--- src/rtl/axi4_pkg.sv ---
// Shared AXI4 types and helpers for the write-path slave and the future
// read-path slave.
`timescale 1ns/1ps
package axi4_pkg;

    typedef enum logic [1:0] {
        FIXED = 2'b00,
        INCR  = 2'b01,
        WRAP  = 2'b10
    } burst_t;

    typedef enum logic [1:0] {
        OKAY   = 2'b00,
        EXOKAY = 2'b01,
        SLVERR = 2'b10,
        DECERR = 2'b11
    } resp_t;

    typedef enum logic [1:0] {
        IDLE,
        DATA,
        RESP
    } wr_state_t;

    // WRAP bursts are legal only for 2, 4, 8 or 16 beats.
    function automatic logic wrap_len_ok(input logic [7:0] len);
        return len inside {8'd1, 8'd3, 8'd7, 8'd15};
    endfunction

endpackage

--- src/rtl/axi4_addr_gen.sv ---
// Combinational AXI4 next-beat address for FIXED, INCR and WRAP bursts.
`timescale 1ns/1ps
module axi4_addr_gen
    import axi4_pkg::*;
#(
    parameter int unsigned ADDR_WIDTH = 32
) (
    input  logic [ADDR_WIDTH-1:0] addr,
    input  logic [2:0]            size,
    input  logic [7:0]            len,
    input  logic [1:0]            burst,
    output logic [ADDR_WIDTH-1:0] next_addr
);

    logic [ADDR_WIDTH-1:0] step;
    logic [ADDR_WIDTH-1:0] incr;
    logic [ADDR_WIDTH-1:0] wrap_mask;

    always_comb begin
        step      = ADDR_WIDTH'(1) << size;
        incr      = addr + step;
        // Wrap window is (len+1) beats; only power-of-two lengths reach here legally.
        wrap_mask = ((ADDR_WIDTH'(len) + ADDR_WIDTH'(1)) << size) - ADDR_WIDTH'(1);
        case (burst)
            INCR:    next_addr = incr;
            WRAP:    next_addr = (addr & ~wrap_mask) | (incr & wrap_mask);
            default: next_addr = addr;
        endcase
    end

endmodule

--- src/rtl/axi4_wr_slave.sv ---
// AXI4 write-path slave: one burst at a time, each beat becomes a registered
// word write on a simple SRAM port, one B response per burst.
`timescale 1ns/1ps
module axi4_wr_slave
    import axi4_pkg::*;
#(
    parameter int unsigned ADDR_WIDTH     = 32,
    parameter int unsigned DATA_WIDTH     = 32,
    parameter int unsigned ID_WIDTH       = 8,
    parameter int unsigned MEM_ADDR_WIDTH = 10
) (
    input  logic                      clock,
    input  logic                      reset,
    input  logic [ID_WIDTH-1:0]       AWID,
    input  logic [ADDR_WIDTH-1:0]     AWADDR,
    input  logic [7:0]                AWLEN,
    input  logic [2:0]                AWSIZE,
    input  logic [1:0]                AWBURST,
    input  logic                      AWVALID,
    output logic                      AWREADY,
    input  logic [DATA_WIDTH-1:0]     WDATA,
    input  logic [DATA_WIDTH/8-1:0]   WSTRB,
    input  logic                      WLAST,
    input  logic                      WVALID,
    output logic                      WREADY,
    output logic [ID_WIDTH-1:0]       BID,
    output logic [1:0]                BRESP,
    output logic                      BVALID,
    input  logic                      BREADY,
    output logic                      mem_we,
    output logic [MEM_ADDR_WIDTH-1:0] mem_addr,
    output logic [DATA_WIDTH-1:0]     mem_wdata,
    output logic [DATA_WIDTH/8-1:0]   mem_wstrb
);

    localparam int unsigned STRB_WIDTH = DATA_WIDTH / 8;
    localparam int unsigned WORD_SHIFT = $clog2(STRB_WIDTH);

    wr_state_t               state_q, state_d;
    logic                    awready_q, awready_d;
    logic [ID_WIDTH-1:0]     id_q, id_d;
    logic [ADDR_WIDTH-1:0]   addr_q, addr_d;
    logic [7:0]              len_q, len_d;
    logic [2:0]              size_q, size_d;
    logic [1:0]              burst_q, burst_d;
    logic [7:0]              beat_q, beat_d;
    logic                    sup_q, sup_d;
    logic                    err_q, err_d;
    logic [1:0]              bresp_q, bresp_d;
    logic                    mem_we_q, mem_we_d;
    logic [MEM_ADDR_WIDTH-1:0] mem_addr_q, mem_addr_d;
    logic [DATA_WIDTH-1:0]   mem_wdata_q, mem_wdata_d;
    logic [STRB_WIDTH-1:0]   mem_wstrb_q, mem_wstrb_d;

    logic                    aw_hs;
    logic                    w_hs;
    logic                    last_beat;
    logic                    size_err;
    logic                    wrap_err;
    logic                    cfg_err;
    logic                    range_err;
    logic                    wlast_err;
    logic [ADDR_WIDTH-1:0]   next_addr;

    axi4_addr_gen #(
        .ADDR_WIDTH(ADDR_WIDTH)
    ) u_addr_gen (
        .addr     (addr_q),
        .size     (size_q),
        .len      (len_q),
        .burst    (burst_q),
        .next_addr(next_addr)
    );

    assign aw_hs     = AWVALID && awready_q;
    assign w_hs      = WVALID && (state_q == DATA);
    assign last_beat = (beat_q == len_q);

    // Burst-level errors are decided once at AW capture and suppress every beat.
    assign size_err = AWSIZE > 3'(WORD_SHIFT);
    assign wrap_err = (AWBURST == WRAP) &&
                      (!wrap_len_ok(AWLEN) ||
                       ((AWADDR & ~({ADDR_WIDTH{1'b1}} << AWSIZE)) != '0));
    assign cfg_err  = (AWBURST == 2'b11) || size_err || wrap_err;

    // Beat-level errors: a word address beyond the SRAM drops only that beat.
    assign range_err = (addr_q >> (MEM_ADDR_WIDTH + WORD_SHIFT)) != '0;
    assign wlast_err = (WLAST != last_beat);

    always_comb begin
        state_d     = state_q;
        id_d        = id_q;
        addr_d      = addr_q;
        len_d       = len_q;
        size_d      = size_q;
        burst_d     = burst_q;
        beat_d      = beat_q;
        sup_d       = sup_q;
        err_d       = err_q;
        bresp_d     = bresp_q;
        mem_we_d    = 1'b0;
        mem_addr_d  = mem_addr_q;
        mem_wdata_d = mem_wdata_q;
        mem_wstrb_d = mem_wstrb_q;

        unique case (state_q)
            IDLE: begin
                if (aw_hs) begin
                    id_d    = AWID;
                    addr_d  = AWADDR;
                    len_d   = AWLEN;
                    size_d  = AWSIZE;
                    burst_d = AWBURST;
                    beat_d  = 8'd0;
                    sup_d   = cfg_err;
                    err_d   = cfg_err;
                    state_d = DATA;
                end
            end
            DATA: begin
                if (w_hs) begin
                    mem_we_d    = !(sup_q || wlast_err || range_err);
                    mem_addr_d  = MEM_ADDR_WIDTH'(addr_q >> WORD_SHIFT);
                    mem_wdata_d = WDATA;
                    mem_wstrb_d = WSTRB;
                    addr_d      = next_addr;
                    beat_d      = beat_q + 8'd1;
                    sup_d       = sup_q || wlast_err;
                    err_d       = err_q || wlast_err || range_err;
                    if (last_beat) begin
                        bresp_d = (err_q || wlast_err || range_err) ? SLVERR : OKAY;
                        state_d = RESP;
                    end
                end
            end
            RESP: begin
                if (BREADY) begin
                    state_d = IDLE;
                end
            end
            default: state_d = IDLE;
        endcase

        awready_d = (state_d == IDLE);
    end

    always_ff @(posedge clock or posedge reset) begin
        if (reset) begin
            state_q     <= IDLE;
            awready_q   <= 1'b0;
            id_q        <= '0;
            addr_q      <= '0;
            len_q       <= '0;
            size_q      <= '0;
            burst_q     <= '0;
            beat_q      <= '0;
            sup_q       <= 1'b0;
            err_q       <= 1'b0;
            bresp_q     <= OKAY;
            mem_we_q    <= 1'b0;
            mem_addr_q  <= '0;
            mem_wdata_q <= '0;
            mem_wstrb_q <= '0;
        end else begin
            state_q     <= state_d;
            awready_q   <= awready_d;
            id_q        <= id_d;
            addr_q      <= addr_d;
            len_q       <= len_d;
            size_q      <= size_d;
            burst_q     <= burst_d;
            beat_q      <= beat_d;
            sup_q       <= sup_d;
            err_q       <= err_d;
            bresp_q     <= bresp_d;
            mem_we_q    <= mem_we_d;
            mem_addr_q  <= mem_addr_d;
            mem_wdata_q <= mem_wdata_d;
            mem_wstrb_q <= mem_wstrb_d;
        end
    end

    assign AWREADY   = awready_q;
    assign WREADY    = (state_q == DATA);
    assign BVALID    = (state_q == RESP);
    assign BID       = id_q;
    assign BRESP     = bresp_q;
    assign mem_we    = mem_we_q;
    assign mem_addr  = mem_addr_q;
    assign mem_wdata = mem_wdata_q;
    assign mem_wstrb = mem_wstrb_q;

endmodule
--- config.mk ---
export PLATFORM = sky130hd
export DESIGN_NAME = axi4_wr_slave
export DESIGN_NICKNAME = d
export VERILOG_FILES = /design/src/rtl/axi4_pkg.sv /design/src/rtl/axi4_addr_gen.sv /design/src/rtl/axi4_wr_slave.sv
export SDC_FILE = /design/constraint.sdc
export NUM_CORES = 1
export LEC_CHECK = 0
export ABC_AREA = 1
export CAP_MARGIN = 10
export CORE_MARGIN = 1
export CORE_UTILIZATION = 30
export CTS_BUF_LIST = sky130_fd_sc_hd__clkbuf_4 sky130_fd_sc_hd__clkbuf_8
export CTS_CLUSTER_SIZE = 8
export DETAILED_ROUTE_END_ITERATION = 16
export SYNTH_ARGS = -nofsm -noshare
export SYNTH_HDL_FRONTEND = slang
export SYNTH_SLANG_ARGS = --single-unit
--- constraint.sdc ---
create_clock -name clock -period 4.8 [get_ports clock]
set_input_delay 0.96 -clock clock [delete_from_list [all_inputs] [get_ports clock]]
set_output_delay 0.96 -clock clock [all_outputs]
set_load 0.05 [all_outputs]
==> flow_summary_export.csv, run 1 <==
group,metric,value,unit
setup_path,worstSetupPathType,"flop to flop",
drt,detailroute.via_count,7000,
sta,setup_total_negative_slack,0,ns
drt,route.top_layer_used,"met4",
floorplanning,dieWidth,156.4,microns
global_route,antenna_found_initial,0,
power_and_ir_drop,leakage,0.004425,uW
floorplanning,die_y,156.4,microns
global_route,grt.total_usage,17.73,%
setup_path,crit_end_category,"flop",
drt,antenna_violating_nets_post_route,0,
drt,vias_per_cell,4.657,
global_route,grt_max_degree,81,
placement,detailed_place.area,0.009007,sq mm
placement,portBuffers,153,
cells_and_area,layout-area-overhead-vs-synth,31.55,%
logic_synthesis,synth_area_in_simple_gates,37.22,%
cells_and_area,diodes,0,
clock_network,htree_num_levels,4,
clock_network,postCtsSetupBuffers,0,
clock_network,tritoncts,"done",
sta,rsz_0062_raised_after_global_routing,"no",
sta,minimum_clock_period,3.658,ns
cells_and_area,nFillCells,2462,
drt,wl,20670,microns
run_status,run_status,"finished, final reports clean",
logic_synthesis,main_combinational_cell_family_by_area_after_synthesis,"simple AND/OR/NAND/NOR gates",
drt,detail_route.wl_per_cell,13.75,microns
clock_network,cts.clk_slew.worst_paths,0.08,ns
sta,max_slew_margin,51.36,%
worst_hold_path,hold_class,"flop to flop",
logic_synthesis,synthXorXnorAreaFrac,1.470,%
clock_network,cts_made_buffers,17,
cells_and_area,final_design_area_no_fill,0.009407,sq mm
global_route,grt-ovfl-total,0,
drt,dr_wl_met3,1432,microns
logic_synthesis,synth.yosys.seq_area_share,39.90,%
logic_synthesis,muxShareOfSynthArea,0.5949,%
sta,layout_worst_path_cycle_share,76.22,%
logic_synthesis,area_of_the_mapped_netlist,0.007151,sq mm
clock_network,cts_hold_buffers,0,
clock_network,cts.root.buffer_cell,"sky130_fd_sc_hd__clkbuf_8",
logic_synthesis,ys.warnings.count,0,
sta,report.final.slew_viol_count,0,
sta,hold_viol,0,
cells_and_area,final_util,40.19,%
floorplanning,design.portCount,155,
drt,met2RoutedLength,8987,microns
clock_network,worstSkewPairLatency,0.45,ns
sta,clock.fmax,0.2733,GHz
drt,drt_pre_antenna_iters,5,
cells_and_area,layout_cell_share_with_drive_strength_beyond_1,9.122,%
floorplanning,placeableCoreArea,0.02340,sq mm
sta,tightestPinTransition,0.7230,ns
sta,setup_violations,0,
setup_path,critical_path_peak_fanout,18,
clock_network,cts_max_path_buffers,2,
placement,finalWeightedCongestion,0.9124,
setup_path,worst_ep_arrival_time,4.03,ns
global_route,vias_in_the_first_global_route,6801,
power_and_ir_drop,peakVddDrop,351.9,uV
sta,finalClockSkew,0.01008,ns
power_and_ir_drop,fin_total_pwr,6825,uW
floorplanning,initial_core_util,30.55,%
run,maxCapViolations,0,
setup_path,timing.critical_path.required,5.17,ns
drt,wl_met1,9953,microns
drt,drc,0,
power_and_ir_drop,p_per_area,725.5,mW/mm^2
logic_synthesis,post_synth_fa_ha_maj_area_fraction,2.380,%
drt,drt_first_iter_violations,521,
logic_synthesis,post_synth_num_cell_types,49,
logic_synthesis,syn_inst,1023,
clock_network,cts_resized,0,
global_route,first_pass_grt_wire_length,34290,microns
placement,detailedPlacementHpwl,14940,microns
floorplanning,dieArea,0.02446,sq mm
logic_synthesis,syn_area_per_cell,6.990,sq um
clock_network,cts.sink_count,114,
logic_synthesis,postSynthRegisterBits,114,
logic_synthesis,mappedNetlistNets,1131,
floorplanning,core.rowCount,56,
setup_path,launching_element_type_of_the_critical_path,"flop",
logic_synthesis,synth_compound_gate_area_share,10.74,%
cells_and_area,number_of_nets_in_the_finished_design,1279,
==> worst max-delay path, stage by stage, from the launching register on <==
cell	delay, ns
sky130_fd_sc_hd__dfrtp_1	0.64
sky130_fd_sc_hd__clkinv_1	0.58
sky130_fd_sc_hd__nor3_1	0.49
sky130_fd_sc_hd__ha_1	0.26
sky130_fd_sc_hd__nand2_1	0.07
sky130_fd_sc_hd__inv_1	0.08
sky130_fd_sc_hd__nand2_1	0.05
sky130_fd_sc_hd__o21ai_1	0.18
sky130_fd_sc_hd__inv_1	0.09
sky130_fd_sc_hd__nor2_2	0.25
sky130_fd_sc_hd__nand3_1	0.24
sky130_fd_sc_hd__nor2_2	0.25
sky130_fd_sc_hd__xor2_1	0.17
sky130_fd_sc_hd__nand2_1	0.06
sky130_fd_sc_hd__nand2_1	0.05
sky130_fd_sc_hd__nand2_1	0.05
sky130_fd_sc_hd__o21ai_1	0.06
==> layout make-up <==
| class | instances | area [sq um] | area share (%) |
|---|---|---|---|
| timing repair buffer | 161 | 1604 | 17.05 |
| inverter | 103 | 397.9 | 4.230 |
| clock buffer | 18 | 241.5 | 2.567 |
| tap | 319 | 399.1 | 4.243 |
| sequential | 114 | 2853 | 30.33 |
| multi-input combinational | 774 | 3754 | 39.90 |
| clock inverter | 14 | 157.7 | 1.676 |
==> worst paths after layout <==
path	startpoint	to	slack, ns	cells after the start
max in group asynchronous	reset	len_q[0]$_DFFE_PP0P_	3.12	3
min reg2reg	BID[1]$_DFFE_PP0P_	BID[1]$_DFFE_PP0P_	0.47	2
max	size_q[2]$_DFFE_PP0P_	flop	1.14	16
min	BID[1]$_DFFE_PP0P_	BID[1]$_DFFE_PP0P_	0.47	2
max reg2reg	size_q[2]$_DFFE_PP0P_	flop	1.14	16
min in group asynchronous	reset	mem_wdata[1]$_DFFE_PP0P_	0.88	2
==> report_power, final <==
| part | internal, uW | switching (uW) |
|---|---|---|
| combinational | 1330 | 2740 |
| sequential | 1390 | 415 |
| clock | 474 | 473 |
==> logic make-up after synthesis <==
kind of cell | after synthesis
buf+inv | 135
simple gates | 608
flops | 114
other cells | 1
compound gates | 136
mux | 4
fa+ha+maj | 13
xor+xnor | 12
==> routing by layer <==
layer  vias up  global-route usage [%]
met2       194                   27.74
met1      3198                   23.69
met3        20                   5.206
met4         0                   4.809
met5         -                       0
li1       3588                       -
==> layout by cell type, fill, tap and decap left out, types with 3 or more instances in the layout <==
cell                              count
sky130_fd_sc_hd__o21ai_2              5
sky130_fd_sc_hd__nor2_2               9
sky130_fd_sc_hd__nor4_1               8
sky130_fd_sc_hd__inv_2                8
sky130_fd_sc_hd__a21oi_1             32
sky130_fd_sc_hd__o31ai_1              5
sky130_fd_sc_hd__inv_1               88
sky130_fd_sc_hd__xor2_1               7
sky130_fd_sc_hd__nand3_1             76
sky130_fd_sc_hd__clkbuf_8            17
sky130_fd_sc_hd__clkdlybuf4s50_1    153
sky130_fd_sc_hd__inv_6                3
sky130_fd_sc_hd__clkinvlp_4           3
sky130_fd_sc_hd__clkinv_4             6
sky130_fd_sc_hd__nand2_1            378
sky130_fd_sc_hd__a22oi_1              3
sky130_fd_sc_hd__nor3_1              19
sky130_fd_sc_hd__dfrtp_1            114
sky130_fd_sc_hd__o21ai_1              7
sky130_fd_sc_hd__clkinv_1             3
sky130_fd_sc_hd__nand2_4              3
sky130_fd_sc_hd__a21o_1               3
sky130_fd_sc_hd__nand4_1             17
sky130_fd_sc_hd__buf_4                7
sky130_fd_sc_hd__xnor2_1              5
sky130_fd_sc_hd__a31oi_1              3
sky130_fd_sc_hd__nor2_4               5
sky130_fd_sc_hd__nand2_2             16
sky130_fd_sc_hd__nand3_2             10
sky130_fd_sc_hd__nor2_1              63
sky130_fd_sc_hd__a21oi_2              3
sky130_fd_sc_hd__o21ai_0             67
sky130_fd_sc_hd__ha_1                12
==> through the flow <==
stage,worst slack (ns),std cells,hold slack (ns)
finish,1.142,1503,0.4740
global route,0.8443,1503,0.4976
CTS,1.225,1503,0.4818
detailed placement,1.278,1471,0.4600
global placement,1.357,1471,0.4547
floorplan,0.8243,1023,0.4645
==> synth_stat cells (all sizes together) <==
cell type / number / area, sq um
o211a: 1 / 10.01
nand3: 86 / 480.5
inv: 98 / 370.4
fa: 1 / 20.02
nor4: 8 / 50.05
nand4: 17 / 106.4
a21oi: 35 / 186.4
a211oi: 1 / 7.510
a21o: 3 / 22.52
mux2: 2 / 22.52
nor3: 20 / 105.1
nand2: 397 / 1550
clkbuf: 19 / 71.32
buf: 13 / 80.08
a22oi: 3 / 22.52
o21ai: 79 / 414.1
dfrtp: 114 / 2853
clkinv: 5 / 25.02
o21bai: 2 / 15.01
a221o: 1 / 10.01
a31oi: 3 / 18.77
o211ai: 1 / 7.510
nor2: 77 / 349.1
conb: 1 / 3.750
ha: 12 / 150.1
nand3b: 1 / 7.510
a21boi: 1 / 7.510
a22o: 1 / 8.760
xnor2: 5 / 43.79
xor2: 7 / 61.31
or2: 2 / 12.51
mux2i: 2 / 20.02
o31ai: 5 / 37.54
Power figures use the tool's default switching activity.
==> inputs of run 2 (changes only) <==
==> constraint.sdc (replaced) <==
create_clock -name clock -period 3 [get_ports clock]
set_input_delay 0.6 -clock clock [delete_from_list [all_inputs] [get_ports clock]]
set_output_delay 0.6 -clock clock [all_outputs]
set_load 0.05 [all_outputs]
==> flow_summary_export.csv, run 2 (synthesized netlist as in run 1, its figures left out) <==
group,metric,value,unit
clock_network,cts.clk_slew.worst_paths,0.08,ns
placement,post-place-ws,0.1101,ns
global_route,first_pass_grt_wire_length,34300,microns
sta,minimum_clock_period,2.815,ns
sta,hold_viol,0,
power_and_ir_drop,peakVddDrop,544.5,uV
worst_hold_path,whs_endpoint,"BID[2]$_DFFE_PP0P_",
placement,portBuffers,153,
drt,drt_pre_antenna_iters,5,
power_and_ir_drop,fin_total_pwr,11400,uW
setup_path,crit_end_category,"flop",
setup_path,worst_r2r_startpoint,"size_q[0]$_DFFE_PP0P_",
sta,rsz_0062_raised_after_global_routing,"yes",
floorplanning,initial_core_util,30.55,%
placement,finalWeightedCongestion,0.8815,
setup_path,ff2ff_setup_slack,0.18,ns
clock_network,cts.sink_count,114,
clock_network,tritoncts,"done",
drt,drc,0,
placement,detailedPlacementHpwl,15830,microns
cells_and_area,layout_cell_share_with_drive_strength_beyond_1,13.13,%
setup_path,worst_path_max_delay_cell,"sky130_fd_sc_hd__dfrtp_2",
worst_hold_path,hold_class,"flop to flop",
clock_network,htree_num_levels,4,
clock_network,cts_hold_buffers,0,
power_and_ir_drop,leakage,0.004574,uW
drt,detail_route.wl_per_cell,13.86,microns
drt,detailroute.via_count,7146,
cells_and_area,layout_common_cells,"sky130_fd_sc_hd__nand2_1 (376), sky130_fd_sc_hd__clkdlybuf4s50_1 (152), sky130_fd_sc_hd__dfrtp_1 (112)",
clock_network,worstSkewPairLatency,0.45,ns
sta,max_slew_margin,47.04,%
sta,finalClockSkew,0.01146,ns
setup_path,timing.critical_path.required,3.39,ns
cells_and_area,layout-area-overhead-vs-synth,36.20,%
sta,worst_setup_slack_after_layout,0.1846,ns
setup_path,critical_path.max_stage_delay,0.45,ns
global_route,grt-ovfl-total,0,
run_status,run_status,"finished, final reports clean",
sta,setup_violations,0,
floorplanning,placeableCoreArea,0.02340,sq mm
worst_hold_path,hold_path_startpoint,"BID[2]$_DFFE_PP0P_",
cells_and_area,number_of_nets_in_the_finished_design,1306,
sta,report.final.slew_viol_count,0,
cells_and_area,nFillCells,2466,
setup_path,worstPathCellList,"inv_2 -> nand2_1 -> nor2_1 -> ha_1 -> nand3_1 -> nand2_1 -> a21oi_1 -> o21ai_1 -> inv_1 -> nor2_2 -> nand3_2 -> buf_4 -> o21ai_0 -> nand3_1 -> nand2_1 -> nand2_1 -> nand2_1",
clock_network,cts.root.buffer_cell,"sky130_fd_sc_hd__clkbuf_8",
global_route,grt_max_degree,80,
setup_path,critical-path-top-delay-family,"simple AND/OR/NAND/NOR gates",
floorplanning,core.rowCount,56,
cells_and_area,layout.cells.most_common,"sky130_fd_sc_hd__nand2_1",
floorplanning,dieArea,0.02446,sq mm
worst_hold_path,hold-path-cell-count,2,
placement,detailed_place.area,0.009211,sq mm
sta,layout_worst_path_cycle_share,93.85,%
clock_network,cts_max_path_buffers,2,
global_route,grt.total_usage,18.01,%
setup_path,launching_element_type_of_the_critical_path,"flop",
cells_and_area,final_design_area_no_fill,0.009739,sq mm
setup_path,worstSetupPathType,"flop to flop",
drt,antenna_violating_nets_post_route,0,
global_route,vias_in_the_first_global_route,6804,
floorplanning,die_y,156.4,microns
sta,clock.fmax,0.3552,GHz
sta,setup_total_negative_slack,0,ns
floorplanning,dieWidth,156.4,microns
setup_path,worstRegToRegCells,17,
setup_path,crit_top_cell,"sky130_fd_sc_hd__nand2_1",
setup_path,path_buf_inv,3,
power_and_ir_drop,p_per_area,1171,mW/mm^2
cells_and_area,diodes,0,
cells_and_area,final_util,41.62,%
clock_network,cts_made_buffers,17,
global_route,antenna_found_initial,0,
drt,drt_first_iter_violations,395,
floorplanning,design.portCount,155,
drt,wl,21200,microns
setup_path,worst_ep_arrival_time,3.20,ns
setup_path,critical_path_peak_fanout,10,
drt,vias_per_cell,4.671,
sta,tightestPinTransition,0.7872,ns
run,maxCapViolations,0,
[run 2: changes by cell type in the layout (fill, tap and decap cells not counted), sizes merged]
cell           delta
buf              +28
clkinvlp          +3
clkbuf            +3
inv               -2
clkinv            -4
clkdlybuf4s50     -1
[run 2: where the power goes]
group / internal [uW] / switching, uW
Combinational: 2430 / 4610
Sequential: 2230 / 583
Clock: 829 / 711
Total: 5500 / 5900
[run 2: worst max path at each step]
stage / startpoint / end / slack (ns) / cells after the start
2_1_floorplan: size_q[1]$_DFFE_PP0P_ / flop / 0.33 / 21
3_3_place_gp: len_q[0]$_DFFE_PP0P_ / flop / 0.17 / 18
3_5_place_dp: len_q[0]$_DFFE_PP0P_ / flop / 0.11 / 18
4_1_cts: len_q[0]$_DFFE_PP0P_ / flop / 0.09 / 18
5_1_grt: size_q[0]$_DFFE_PP0P_ / flop / -0.09 / 21
6_report: size_q[0]$_DFFE_PP0P_ / flop / 0.18 / 17
[run 2: area by class of cell]
class / instances / area [sq um] / share of cell area [%]
Multi-Input combinational cell: 774 / 3837 / 39.40
Sequential cell: 114 / 2855 / 29.32
Timing Repair Buffer: 188 / 1829 / 18.78
Inverter: 103 / 402.9 / 4.137
Tap cell: 319 / 399.1 / 4.098
Clock buffer: 21 / 289.0 / 2.968
Clock inverter: 11 / 126.4 / 1.298
[run 2: worst min-delay path: cells and delay by family (launching register included)]
kind	cells	cell delay (ns)
simple gates	2	0.10
flops	1	0.35
[run 2: metal layers]
layer / global-route usage [%] / up-vias / part of all wire, %
li1: - / 3642 / -
met1: 23.29 / 3284 / 47
met2: 28.85 / 200 / 45
met3: 5.206 / 20 / 6.6
met4: 5.649 / 0 / 1.6
met5: 0 / - / 0
[run 2: through the flow]
stage | instances | hold WS [ns]
floorplan | 1023 | 0.4645
global placement | 1495 | 0.4528
detailed placement | 1495 | 0.4587
finish | 1530 | 0.4764
CTS | 1527 | 0.4780
global route | 1530 | 0.4876
[run 2: what timing repair did]
item                       CTS  global route
buffers inserted             0             3
gates resized for setup      0            27
setup endpoints to repair    0            18
==> inputs of run 3 (changes only) <==
--- a/config.mk
+++ b/config.mk
@@ -10,8 +10,10 @@
 export CORE_MARGIN = 1
 export CORE_UTILIZATION = 30
 export CTS_BUF_LIST = sky130_fd_sc_hd__clkbuf_4 sky130_fd_sc_hd__clkbuf_8
+export CTS_CLUSTER_DIAMETER = 50
 export CTS_CLUSTER_SIZE = 8
 export DETAILED_ROUTE_END_ITERATION = 16
+export PLACE_DENSITY = 0.62
 export SYNTH_ARGS = -nofsm -noshare
 export SYNTH_HDL_FRONTEND = slang
 export SYNTH_SLANG_ARGS = --single-unit
==> flow_summary_export.csv, run 3 (synthesized netlist as in run 1, its figures left out) <==
group,metric,value,unit
run_status,run_status,"finished, final reports clean",
global_route,first_pass_grt_wire_length,34340,microns
setup_path,worstSetupPathType,"flop to flop",
drt,wl,20920,microns
sta,report.final.slew_viol_count,0,
cells_and_area,area_taken_by_multi_input_logic_gates,0.003817,sq mm
floorplanning,core.rowCount,56,
drt,vias_per_cell,4.657,
power_and_ir_drop,fin_total_pwr,11220,uW
floorplanning,initial_core_util,30.55,%
clock_network,cts.sink_count,114,
drt,drt_pre_antenna_iters,5,
drt,drc,0,
setup_path,timing.critical_path.required,3.34,ns
setup_path,worst_path_max_delay_cell,"sky130_fd_sc_hd__dfrtp_1",
setup_path,launching_element_type_of_the_critical_path,"flop",
sta,setup_violations,0,
setup_path,critical_path.max_stage_delay,0.35,ns
cells_and_area,final_util,41.38,%
sta,layout_worst_path_cycle_share,92.18,%
setup_path,worst_ep_arrival_time,3.10,ns
placement,placed_cells_incl_taps,1493,
setup_path,path_buf_inv,1,
sta,hold_ws,0.4753,ns
drt,detail_route.wl_per_cell,13.67,microns
power_and_ir_drop,leakage,0.004559,uW
floorplanning,placeableCoreArea,0.02340,sq mm
drt,antenna_violating_nets_post_route,0,
floorplanning,design.portCount,155,
global_route,grtUsageMet1,23.44,%
global_route,global_route_met3_utilization,5.539,%
setup_path,critical-path-top-delay-family,"simple AND/OR/NAND/NOR gates",
clock_network,cts_made_buffers,17,
cells_and_area,layout-area-overhead-vs-synth,35.43,%
sta,hold_viol,0,
cells_and_area,layout.cells.most_common,"sky130_fd_sc_hd__nand2_1",
clock_network,htree_num_levels,4,
cells_and_area,number_of_nets_in_the_finished_design,1307,
floorplanning,dieArea,0.02446,sq mm
sta,finalClockSkew,0.01354,ns
clock_network,cts_hold_buffers,0,
drt,detailroute.via_count,7125,
global_route,antenna_found_initial,0,
setup_path,crit_end_category,"flop",
floorplanning,die_y,156.4,microns
cells_and_area,nFillCells,2457,
sta,clock.fmax,0.3616,GHz
power_and_ir_drop,peakVddDrop,604.0,uV
clock_network,tritoncts,"done",
setup_path,crit_top_cell,"sky130_fd_sc_hd__nand3_1",
cells_and_area,layout_cell_share_with_drive_strength_beyond_1,12.88,%
cells_and_area,layout_common_cells,"sky130_fd_sc_hd__nand2_1 (377), sky130_fd_sc_hd__clkdlybuf4s50_1 (152), sky130_fd_sc_hd__dfrtp_1 (113)",
global_route,gr-usage-met2,28.38,%
clock_network,worstSkewPairLatency,0.46,ns
placement,post-place-ws,0.07741,ns
global_route,vias_in_the_first_global_route,6821,
global_route,grt.total_usage,18.03,%
worst_hold_path,hold_class,"flop to flop",
clock_network,cts_max_path_buffers,2,
placement,detailedPlacementHpwl,15390,microns
global_route,grt_max_degree,115,
floorplanning,dieWidth,156.4,microns
run,maxCapViolations,0,
cells_and_area,diodes,0,
setup_path,worstPathCellList,"ha_1 -> nand2_2 -> nor2_4 -> nand3_1 -> nor2_1 -> nand3_1 -> nand3_1 -> nand2_1 -> nand2_2 -> nor2_2 -> nand2_1 -> nor3_2 -> ha_1 -> inv_1 -> o21ai_0 -> nor3_1 -> a211oi_1 -> a21oi_1",
power_and_ir_drop,p_per_area,1158,mW/mm^2
clock_network,cts.clk_slew.worst_paths,0.08,ns
sta,max_slew_margin,49.76,%
sta,minimum_clock_period,2.765,ns
sta,worst_setup_slack_after_layout,0.2347,ns
setup_path,critical_path_peak_fanout,4,
cells_and_area,finish.cell_count_without_fillers,1530,
cells_and_area,ff_latch_area,0.002854,sq mm
placement,finalWeightedCongestion,0.8876,
sta,tightestPinTransition,0.7467,ns
placement,portBuffers,153,
global_route,grt-ovfl-total,0,
clock_network,cts.root.buffer_cell,"sky130_fd_sc_hd__clkbuf_8",
global_route,most_congested_layer_reported_by_global_routing,"met2",
drt,drt_first_iter_violations,463,
==> run 3: power breakdown <==
| part | internal [uW] | switching [uW] |
|---|---|---|
| Combinational | 2350 | 4570 |
| Clock | 741 | 737 |
| Sequential | 2230 | 584 |
| Total | 5320 | 5900 |
==> run 3: layer usage <==
metal | part of all wire [%] | vias to the layer above
met5 | 0 | -
met4 | 1.9 | 0
met3 | 8.0 | 26
met2 | 44 | 222
met1 | 46 | 3225
li1 | - | 3652
==> run 3: metrics by stage <==
stage	area (sq um)	setup TNS [ns]
floorplan	7154	0
global placement	9184	0
detailed placement	9184	0
CTS	9574	0
global route	9684	-0.01768
finish	9684	0
==> run 3: path summary, 6_finish.rpt <==
check,startpoint,end,slack (ns),cells past startpoint
max,len_q[1]$_DFFE_PP0P_,flop,0.23,18
max in group asynchronous,reset,mem_addr[0]$_DFFE_PP0P_,1.84,3
min reg2reg,BID[6]$_DFFE_PP0P_,BID[6]$_DFFE_PP0P_,0.48,2
min,BID[6]$_DFFE_PP0P_,BID[6]$_DFFE_PP0P_,0.48,2
max reg2reg,len_q[1]$_DFFE_PP0P_,flop,0.23,18
min in group asynchronous,reset,mem_wdata[10]$_DFFE_PP0P_,0.67,3
==> run 3: layout make-up <==
type / instances / area share (%)
clock inverter: 14 / 1.615
timing repair buffer: 189 / 18.84
multi-input combinational: 774 / 39.42
tap: 319 / 4.121
clock buffer: 17 / 2.416
sequential: 114 / 29.47
inverter: 103 / 4.121
==> run 3: worst reg2reg max path, delay by kind of cell (launching register included) <==
kind                     cells  cell delay, ns
AND/OR/NAND/NOR             12            1.35
adder cells (fa/ha/maj)      2            0.47
AO/OA/AOI/OAI                3            0.43
flip-flops                   1            0.35
buffers and inverters        1            0.04
==> run 3: repair_timing <==
| action | CTS | global route |
|---|---|---|
| gates resized for setup | 0 | 23 |
| endpoints found under the setup margin | 0 | 19 |
| buffers inserted | 0 | 6 |
